==> src/rtl/vga_timing_pkg.sv <==
// Shared VGA timing constants (640x480 @ 60 Hz from a 100 MHz clock) and coordinate helpers.
// The sync generator and the downstream text blocks all import this package.
package vga_timing_pkg;

    localparam int CLK_DIV   = 4;
    localparam int H_DISPLAY = 640;
    localparam int H_FRONT   = 16;
    localparam int H_SYNC    = 96;
    localparam int H_BACK    = 48;
    localparam int V_DISPLAY = 480;
    localparam int V_FRONT   = 10;
    localparam int V_SYNC    = 2;
    localparam int V_BACK    = 33;

    localparam int H_TOTAL = H_DISPLAY + H_FRONT + H_SYNC + H_BACK;
    localparam int V_TOTAL = V_DISPLAY + V_FRONT + V_SYNC + V_BACK;

    localparam int H_SYNC_START = H_DISPLAY + H_FRONT;
    localparam int H_SYNC_END   = H_SYNC_START + H_SYNC - 1;
    localparam int V_SYNC_START = V_DISPLAY + V_FRONT;
    localparam int V_SYNC_END   = V_SYNC_START + V_SYNC - 1;

    localparam logic SYNC_ACTIVE = 1'b0;

    localparam int COUNT_W = 10;
    typedef logic [COUNT_W-1:0] coord_t;

    // Inclusive window test used for the sync pulse decode.
    function automatic logic in_window(input coord_t pos, input coord_t lo, input coord_t hi);
        return (pos >= lo) && (pos <= hi);
    endfunction

endpackage

==> src/rtl/vga_sync_gen_if.sv <==
// Timing bundle from the sync generator to the character/ROM-address path.
// master drives the timing, slave consumes it.
interface vga_sync_gen_if;
    import vga_timing_pkg::*;

    logic   p_tick;
    logic   hsync;
    logic   vsync;
    logic   video_on;
    coord_t pixel_x;
    coord_t pixel_y;
    logic   frame_start;

    modport master (
        output p_tick,
        output hsync,
        output vsync,
        output video_on,
        output pixel_x,
        output pixel_y,
        output frame_start
    );

    modport slave (
        input p_tick,
        input hsync,
        input vsync,
        input video_on,
        input pixel_x,
        input pixel_y,
        input frame_start
    );

endinterface

==> src/rtl/pixel_tick_gen.sv <==
// Pixel clock-enable: counts 0..CLK_DIV-1 and flags the last count as the tick.
module pixel_tick_gen #(
    parameter int CLK_DIV = 4
) (
    input  logic clk,
    input  logic reset_n,
    output logic tick
);

    localparam int DIV_W = (CLK_DIV > 2) ? $clog2(CLK_DIV) : 1;
    localparam logic [DIV_W-1:0] DIV_LAST = DIV_W'(CLK_DIV - 1);

    logic [DIV_W-1:0] div_reg;
    logic [DIV_W-1:0] div_next;

    always_comb begin
        div_next = div_reg + 1'b1;
        if (div_reg == DIV_LAST) begin
            div_next = '0;
        end
    end

    always_ff @(posedge clk or negedge reset_n) begin
        if (!reset_n) begin
            div_reg <= '0;
        end else begin
            div_reg <= div_next;
        end
    end

    assign tick = (div_reg == DIV_LAST);

endmodule

==> src/rtl/vga_sync_gen.sv <==
// VGA timing source: pixel tick, h/v counters, sync/visible decode and an aligned output register.
// All outputs change together on the clock that carries p_tick and hold for the rest of the pixel.
module vga_sync_gen #(
    parameter int CLK_DIV   = vga_timing_pkg::CLK_DIV,
    parameter int H_DISPLAY = vga_timing_pkg::H_DISPLAY,
    parameter int H_FRONT   = vga_timing_pkg::H_FRONT,
    parameter int H_SYNC    = vga_timing_pkg::H_SYNC,
    parameter int H_BACK    = vga_timing_pkg::H_BACK,
    parameter int V_DISPLAY = vga_timing_pkg::V_DISPLAY,
    parameter int V_FRONT   = vga_timing_pkg::V_FRONT,
    parameter int V_SYNC    = vga_timing_pkg::V_SYNC,
    parameter int V_BACK    = vga_timing_pkg::V_BACK
) (
    input  logic           clk,
    input  logic           reset_n,
    vga_sync_gen_if.master vga
);

    import vga_timing_pkg::coord_t;
    import vga_timing_pkg::SYNC_ACTIVE;
    import vga_timing_pkg::in_window;

    localparam int H_TOTAL = H_DISPLAY + H_FRONT + H_SYNC + H_BACK;
    localparam int V_TOTAL = V_DISPLAY + V_FRONT + V_SYNC + V_BACK;

    localparam coord_t H_LAST   = coord_t'(H_TOTAL - 1);
    localparam coord_t V_LAST   = coord_t'(V_TOTAL - 1);
    localparam coord_t H_VIS    = coord_t'(H_DISPLAY);
    localparam coord_t V_VIS    = coord_t'(V_DISPLAY);
    localparam coord_t HS_START = coord_t'(H_DISPLAY + H_FRONT);
    localparam coord_t HS_END   = coord_t'(H_DISPLAY + H_FRONT + H_SYNC - 1);
    localparam coord_t VS_START = coord_t'(V_DISPLAY + V_FRONT);
    localparam coord_t VS_END   = coord_t'(V_DISPLAY + V_FRONT + V_SYNC - 1);

    // 10-bit counters cannot represent longer lines or frames.
    if (CLK_DIV < 2 || H_TOTAL > 1024 || V_TOTAL > 1024) begin : g_bad_params
        always_ff @(posedge clk) begin
            assert (1'b0) else $error("vga_sync_gen: illegal timing parameters");
        end
    end

    logic tick;

    pixel_tick_gen #(
        .CLK_DIV (CLK_DIV)
    ) u_pixel_tick_gen (
        .clk     (clk),
        .reset_n (reset_n),
        .tick    (tick)
    );

    // The counters always hold the pixel that the next tick will present.
    coord_t h_count_reg, h_count_next;
    coord_t v_count_reg, v_count_next;

    always_comb begin
        h_count_next = h_count_reg;
        v_count_next = v_count_reg;
        if (tick) begin
            if (h_count_reg == H_LAST) begin
                h_count_next = '0;
                v_count_next = (v_count_reg == V_LAST) ? coord_t'(0) : v_count_reg + 1'b1;
            end else begin
                h_count_next = h_count_reg + 1'b1;
            end
        end
    end

    always_ff @(posedge clk or negedge reset_n) begin
        if (!reset_n) begin
            h_count_reg <= '0;
            v_count_reg <= '0;
        end else begin
            h_count_reg <= h_count_next;
            v_count_reg <= v_count_next;
        end
    end

    logic hsync_next;
    logic vsync_next;
    logic video_on_next;
    logic frame_origin;

    always_comb begin
        hsync_next    = in_window(h_count_reg, HS_START, HS_END) ? SYNC_ACTIVE : ~SYNC_ACTIVE;
        vsync_next    = in_window(v_count_reg, VS_START, VS_END) ? SYNC_ACTIVE : ~SYNC_ACTIVE;
        video_on_next = (h_count_reg < H_VIS) && (v_count_reg < V_VIS);
        frame_origin  = (h_count_reg == '0) && (v_count_reg == '0);
    end

    logic   p_tick_reg;
    logic   frame_start_reg;
    logic   hsync_reg;
    logic   vsync_reg;
    logic   video_on_reg;
    coord_t pixel_x_reg;
    coord_t pixel_y_reg;

    always_ff @(posedge clk or negedge reset_n) begin
        if (!reset_n) begin
            p_tick_reg      <= 1'b0;
            frame_start_reg <= 1'b0;
            hsync_reg       <= ~SYNC_ACTIVE;
            vsync_reg       <= ~SYNC_ACTIVE;
            video_on_reg    <= 1'b0;
            pixel_x_reg     <= '0;
            pixel_y_reg     <= '0;
        end else begin
            p_tick_reg      <= tick;
            frame_start_reg <= tick && frame_origin;
            if (tick) begin
                hsync_reg    <= hsync_next;
                vsync_reg    <= vsync_next;
                video_on_reg <= video_on_next;
                pixel_x_reg  <= h_count_reg;
                pixel_y_reg  <= v_count_reg;
            end
        end
    end

    assign vga.p_tick      = p_tick_reg;
    assign vga.frame_start = frame_start_reg;
    assign vga.hsync       = hsync_reg;
    assign vga.vsync       = vsync_reg;
    assign vga.video_on    = video_on_reg;
    assign vga.pixel_x     = pixel_x_reg;
    assign vga.pixel_y     = pixel_y_reg;

endmodule

==> src/flat_wrapper.sv <==
// flat-port wrapper written by rule: the top's interface ports become plain ports
module vga_sync_gen_flat import vga_timing_pkg::coord_t; import vga_timing_pkg::SYNC_ACTIVE; import vga_timing_pkg::in_window;
#(
    parameter int CLK_DIV   = vga_timing_pkg::CLK_DIV,
    parameter int H_DISPLAY = vga_timing_pkg::H_DISPLAY,
    parameter int H_FRONT   = vga_timing_pkg::H_FRONT,
    parameter int H_SYNC    = vga_timing_pkg::H_SYNC,
    parameter int H_BACK    = vga_timing_pkg::H_BACK,
    parameter int V_DISPLAY = vga_timing_pkg::V_DISPLAY,
    parameter int V_FRONT   = vga_timing_pkg::V_FRONT,
    parameter int V_SYNC    = vga_timing_pkg::V_SYNC,
    parameter int V_BACK    = vga_timing_pkg::V_BACK
)
  (clk, reset_n, vga_p_tick, vga_hsync, vga_vsync, vga_video_on, vga_pixel_x, vga_pixel_y, vga_frame_start);
  vga_sync_gen_if vga_i ();
  input  logic clk;
  input  logic reset_n;
  output wire logic [$bits(vga_i.p_tick)-1:0] vga_p_tick;
  output wire logic [$bits(vga_i.hsync)-1:0] vga_hsync;
  output wire logic [$bits(vga_i.vsync)-1:0] vga_vsync;
  output wire logic [$bits(vga_i.video_on)-1:0] vga_video_on;
  output wire logic [$bits(vga_i.pixel_x)-1:0] vga_pixel_x;
  output wire logic [$bits(vga_i.pixel_y)-1:0] vga_pixel_y;
  output wire logic [$bits(vga_i.frame_start)-1:0] vga_frame_start;
  assign vga_p_tick = vga_i.p_tick;
  assign vga_hsync = vga_i.hsync;
  assign vga_vsync = vga_i.vsync;
  assign vga_video_on = vga_i.video_on;
  assign vga_pixel_x = vga_i.pixel_x;
  assign vga_pixel_y = vga_i.pixel_y;
  assign vga_frame_start = vga_i.frame_start;
  vga_sync_gen #(.CLK_DIV(CLK_DIV), .H_DISPLAY(H_DISPLAY), .H_FRONT(H_FRONT), .H_SYNC(H_SYNC), .H_BACK(H_BACK), .V_DISPLAY(V_DISPLAY), .V_FRONT(V_FRONT), .V_SYNC(V_SYNC), .V_BACK(V_BACK)) u_core (.clk(clk), .reset_n(reset_n), .vga(vga_i));
endmodule
==> config.mk <==
export PLATFORM = sky130hd
export DESIGN_NAME = vga_sync_gen_flat
export DESIGN_NICKNAME = d
export VERILOG_FILES = /design/src/rtl/vga_timing_pkg.sv /design/src/rtl/vga_sync_gen_if.sv /design/src/rtl/pixel_tick_gen.sv /design/src/rtl/vga_sync_gen.sv /design/src/flat_wrapper.sv
export SDC_FILE = /design/constraint.sdc
export NUM_CORES = 1
export LEC_CHECK = 0
export BUFFER_PORTS_ARGS = -buffer_cell sky130_fd_sc_hd__buf_2
export CAP_MARGIN = 10
export CORE_MARGIN = 8
export CORE_UTILIZATION = 49
export CTS_CLUSTER_DIAMETER = 150
export CTS_CLUSTER_SIZE = 24
export DETAILED_ROUTE_END_ITERATION = 12
export PLACE_DENSITY = 0.71
export SYNTH_ARGS = -nofsm -noshare
export SYNTH_HDL_FRONTEND = slang
export SYNTH_SLANG_ARGS = --single-unit
==> constraint.sdc <==
create_clock -name clk -period 4.7 [get_ports clk]
set_input_delay 0.47 -clock clk [delete_from_list [all_inputs] [get_ports clk]]
set_output_delay 0.47 -clock clk [all_outputs]
set_load 0.03 [all_outputs]
**Word-level counts from Yosys, hierarchy flattened**

Cells that the tools add are included.

- Add/subtract/negate cells: 3
- Multipliers: 0
- Div/mod/pow operators: 0
- Magnitude comparators: 6
- Equality and inequality tests: 3
- Shift-type cells: 0
- Multiplexer cells: 5
- Bitwise operators: 0
- Reduce and logical (&&, ||, !) cells: 8

Operators by type and width:

| cell | count |
|---|---|
| $add 10x1->10 const B | 2 |
| $eq 10x10->1 const B | 2 |
| $logic_not 10->1 | 2 |
| $mux 10 | 2 |
| $ge 10x10->1 const B | 1 |
| $ge 10x9->1 const B | 1 |
| $le 10x10->1 const B | 1 |
| $le 10x9->1 const B | 1 |
| $lt 10x10->1 const B | 1 |
| $lt 10x9->1 const B | 1 |
| $logic_and 1x1->1 | 5 |
| $add 2x1->2 const B | 1 |
| $eq 2x2->1 const B | 1 |
| $mux 1 | 2 |
| $mux 2 | 1 |
| $reduce_and 2->1 | 1 |

- Register bits: 47
- Bits in latches: 0
- Memory bits (writable): 0
- Memory bits (read-only): 0
- Bits of input ports: 2
- Output and inout bits: 25
- Logic and storage cells: 35
- Memories: 0

**Logic depth before layout (Yosys ltp)**

- Depth after elaboration: 3
- Gate-level depth with buffers: 7
- Depth with buffers taken out: 6

**Cells and area by module**

A second synthesis with hierarchy kept.

- Cell total of the unflattened synthesis: 177
- Area, all modules: 2165.8 um^2

Modules (own cells, without submodules):

| module | times used | cells each | area an instance (um^2) | seq. area each (um^2) |
|---|---|---|---|---|
| vga_sync_gen | 1 | 173 | 2099.5 | 1128.6 |
| pixel_tick_gen | 1 | 4 | 66.3 | 50.0 |

**Worst setup path before layout**

No wires, ideal clock.

- Path type: reg-to-reg
- Start: register u_core.u_pixel_tick_gen.div_reg[0]
- End: register u_core.v_count_reg[9]
- Setup time: 0.082 ns
- Arrival time: 1.787 ns
- Data required time: 4.618 ns
- Setup slack: 2.831 ns
- Cell stages (with the launch flop): 8
- Path buffers: 2
- Clock period less this slack: 1.869 ns
- Path through: dfrtp_1 > ha_1 > clkbuf_8 > nand4_1 > or4_1 > clkbuf_2 > o31a_1 > a31oi_1

- Word-level cells in the longest chain between the ends: 2

RTL lines:

| what | RTL line | text |
|---|---|---|
| start: declaration | pixel_tick_gen.sv:13 | `logic [DIV_W-1:0] div_reg;` |
| start signal: assignment | pixel_tick_gen.sv:27 | `div_reg <= div_next;` |
| $eq 2x2->1 | pixel_tick_gen.sv:31 | `assign tick = (div_reg == DIV_LAST);` |
| net u_core.tick | vga_sync_gen.sv:42 | `logic tick;` |
| $reduce_and 2->1 (no line) | -- |  |
| end signal: assignment | vga_sync_gen.sv:75 | `v_count_reg <= v_count_next;` |
| end: declaration | vga_sync_gen.sv:54 | `coord_t v_count_reg, v_count_next;` |

The timed path passes the listed nets, and every way through them passes these cells.
A chain may end at the register's enable or synchronous reset.

**Final worst setup path**

- Start: register u_core.h_count_reg[0]
- End: register u_core.v_count_reg[4]

- Word-level cells in the longest chain between the ends: 2

RTL lines:

| what | RTL line | text |
|---|---|---|
| start: declaration | vga_sync_gen.sv:53 | `coord_t h_count_reg, h_count_next;` |
| start signal: assignment | vga_sync_gen.sv:74 | `h_count_reg <= h_count_next;` |
| $eq 10x10->1 | vga_sync_gen.sv:60 | `if (h_count_reg == H_LAST) begin` |
| $reduce_and 2->1 (no line) | -- |  |

Every way passes these cells.

==> flow_summary.json <==
{
  "syn-cell-area_mm2": 0.00212,
  "crit_family": "simple AND/OR/NAND/NOR gates",
  "syn_area_per_cell_um2": 11.8,
  "drt_drc_violations_left": 0,
  "max_freq_ghz": 0.498,
  "finalHoldViolations": 0,
  "fin_cells": 258,
  "dieArea_mm2": 0.00669,
  "ys.flop_type": "dfrtp_1",
  "worst_setup_path_end_kind": "flip-flop",
  "postCtsHoldBufs": 0,
  "timing.final.crit_share": 0.427,
  "tightest_slew_ns": 1.00,
  "io_pins": 27,
  "postLayoutSetupSlackWorst_ns": 2.69,
  "overflow": 0,
  "grt_use_met3": 0.0427,
  "worstSetupStartpoint": "u_core.h_count_reg[0]",
  "crit_path_max_incr_delay_ns": 0.63,
  "drt_iter0_markers": 86,
  "clk_latency_ns": 0.30,
  "gp_congestion": 0.804,
  "synth_edf_count": 0,
  "cts_buffers": 5,
  "synthAdderAreaFrac": 0.0295,
  "finalSetupViolCount": 0,
  "cap_violations": 0,
  "vias_per_cell": 5.54,
  "num-fill-cells": 388,
  "tns_ns": 0,
  "final_max_slew_viol_count": 0,
  "slew_headroom": 0.333,
  "grt_use_met2": 0.205,
  "grt_max_degree": 48,
  "ff2ff_setup_slack_ns": 2.69,
  "synth_top_family_by_area": "simple AND/OR/NAND/NOR gates",
  "min_path_type": "input pin to async pin",
  "root_buffer": "clkbuf_8",
  "vdd_drop_max_uv": 127,
  "p_leak_uw": 0.00110,
  "rows": 24,
  "synth_fp_nets": 187,
  "rsz0062_at_grt": "no",
  "ant_nets": 0,
  "ys_types": 37,
  "critPathMaxFanout": 9,
  "yosysWarnings": 0,
  "port_buffers": 26,
  "use_met1": 0.162,
  "synth-async-reset-ratio": 1.00,
  "drive_gt1_frac": 0.286,
  "synth-simple-area-share": 0.153,
  "yosys_register_bits": 47,
  "areaGrowthSynthToFinish_pct": 11.3,
  "wire_per_inst_um": 15.1,
  "p_per_area_mw_per_mm2": 285,
  "critPathKind": "flip-flop to flip-flop",
  "core_area_mm2": 0.00426,
  "ctsResizeCount": 0,
  "ys_top_cells_by_area": "dfrtp_1 53%, mux2_2 10%, ha_1 2.9%, xnor2_1 2.9%, o21ai_0 2.6%",
  "holdWs_ns": 0.339,
  "h-tree-depth": 2,
  "nets": 212,
  "post_cts_buffers": 0,
  "grt_pass1_wl_mm": 6.76,
  "finalWirelength_mm": 3.89,
  "crit_path_cell_trace": "ha_1 -> nand4_1 -> nor4_2 -> nand2_1 -> o31ai_1",
  "die_h_um": 81.8,
  "required_ns": 4.90,
  "status": "completed",
  "reg2reg_from": "u_core.h_count_reg[0]",
  "dp_hpwl_mm": 2.71,
  "cp.arrival_ns": 2.20,
  "fin_skew_ns": 0.00594,
  "cts_tree": "yes",
  "clockBufferDepth": 2,
  "critPathLaunchType": "flip-flop",
  "critPathSlowestCell": "nor4_2",
  "num_antenna_cells": 0,
  "die_x_um": 81.8,
  "clkTransAtPathRegs_ns": 0.08,
  "synth_top_area_cell": "dfrtp_1",
  "synthCells": 180,
  "synth_compound_area_frac": 0.0737,
  "muxShareOfSynthArea": 0.106,
  "antenna_found_initial": 0,
  "track_usage": 0.130,
  "top_usage_layer": "met2",
  "start_util": 0.498,
  "grt_pass1_vias": 1423,
  "timing.critical_path.buf_inv": 0,
  "synthXorXnorAreaFrac": 0.0371,
  "place_inst": 250,
  "vias": 1429,
  "place_ws_ns": 2.75,
  "clkSinkCount": 47,
  "dr.pass1.iters": 4,
  "post-route-util": 0.554,
  "yosysTopAreaCellShare": 0.531,
  "synth_seq_area_share": 0.555,
  "fin_crit_ns": 2.01
}
[worst paths after layout]
check                      cells after the start                            endpoint
setup / recovery                               5               u_core.v_count_reg[4]
min in group clk                               1  u_core.u_pixel_tick_gen.div_reg[0]
hold / removal                                 1               u_core.v_count_reg[9]
setup reg to reg                               5               u_core.v_count_reg[4]
hold reg to reg                                1  u_core.u_pixel_tick_gen.div_reg[0]
max in group asynchronous                      1               u_core.h_count_reg[6]
[layout by cell type (no fill, tap or decap)]
master,netlist,routed
xnor2_1,7,7
and3_1,1,1
nor4_2,1,1
buf_2,0,26
a21o_1,1,1
clkbuf_8,2,7
nand2b_1,3,3
nand3_1,7,7
a21oi_1,5,5
and4b_1,1,1
and3_2,1,1
clkbuf_1,4,1
or4_1,1,1
nand4_1,7,7
nor3b_1,1,1
a41o_1,1,1
buf_4,0,1
nor2_1,10,10
o31a_1,1,1
nor4_1,6,6
o22a_1,1,1
nand2_1,10,10
mux2i_1,1,1
inv_1,9,9
or3_1,2,2
mux2_2,19,19
a31oi_1,2,2
o21ai_0,11,11
xor2_1,2,2
o22ai_1,1,1
ha_1,5,5
dfrtp_1,45,45
nand4bb_4,1,1
and4_2,1,1
nor2b_1,2,2
o31ai_1,3,3
dfstp_2,2,2
[per-layer routing]
metal | wire length, um | part of all wire
met2 | 1800 | 0.46
met4 | 71 | 0.018
met5 | 0 | 0
met3 | 213 | 0.055
met1 | 1800 | 0.46
[final cells by class]
type | count | area, um2 | share of cell area
repair buffers | 27 | 138 | 0.0583
multi-input cells | 115 | 846 | 0.358
flip-flops and latches | 47 | 1180 | 0.499
clock buffers | 8 | 100 | 0.0424
well taps | 52 | 65.1 | 0.0276
inverters | 9 | 33.8 | 0.0143
[synth_stat cells (3+ instances only)]
| cell type | number |
|---|---|
| nand2b_1 | 3 |
| clkbuf_1 | 4 |
| nand3_1 | 7 |
| nand4_1 | 7 |
| inv_1 | 9 |
| nor2_1 | 10 |
| mux2_2 | 19 |
| o31ai_1 | 3 |
| nor4_1 | 6 |
| ha_1 | 5 |
| xnor2_1 | 7 |
| dfrtp_1 | 45 |
| o21ai_0 | 11 |
| nand2_1 | 10 |
| a21oi_1 | 5 |
[where the power goes]
group          switching (uW)  total, uW  internal [uW]
Sequential                  0        404            404
Clock                     127        261            134
Combinational            7.24       7.54          0.302
[cells by family (layout without fill, tap and decap cells)]
logic type / after synthesis / after routing
AOI/OAI and AO/OA: 26 / 26
xor gates and xnor gates: 9 / 9
adders and majority gates: 5 / 5
buffers and inverters: 18 / 44
DFF: 47 / 47
muxes: 20 / 20
and+or+nand+nor: 55 / 55
[stage by stage]
| step | cell area, um2 | power, uW |
|---|---|---|
| floorplan | 2120 | 412 |
| CTS | 2360 | 681 |
| global route | 2360 | 700 |
| global placement | 2260 | 420 |
| detailed placement | 2260 | 420 |
| finish | 2360 | 673 |
No activity file was read; power rests on OpenSTA's default activity.
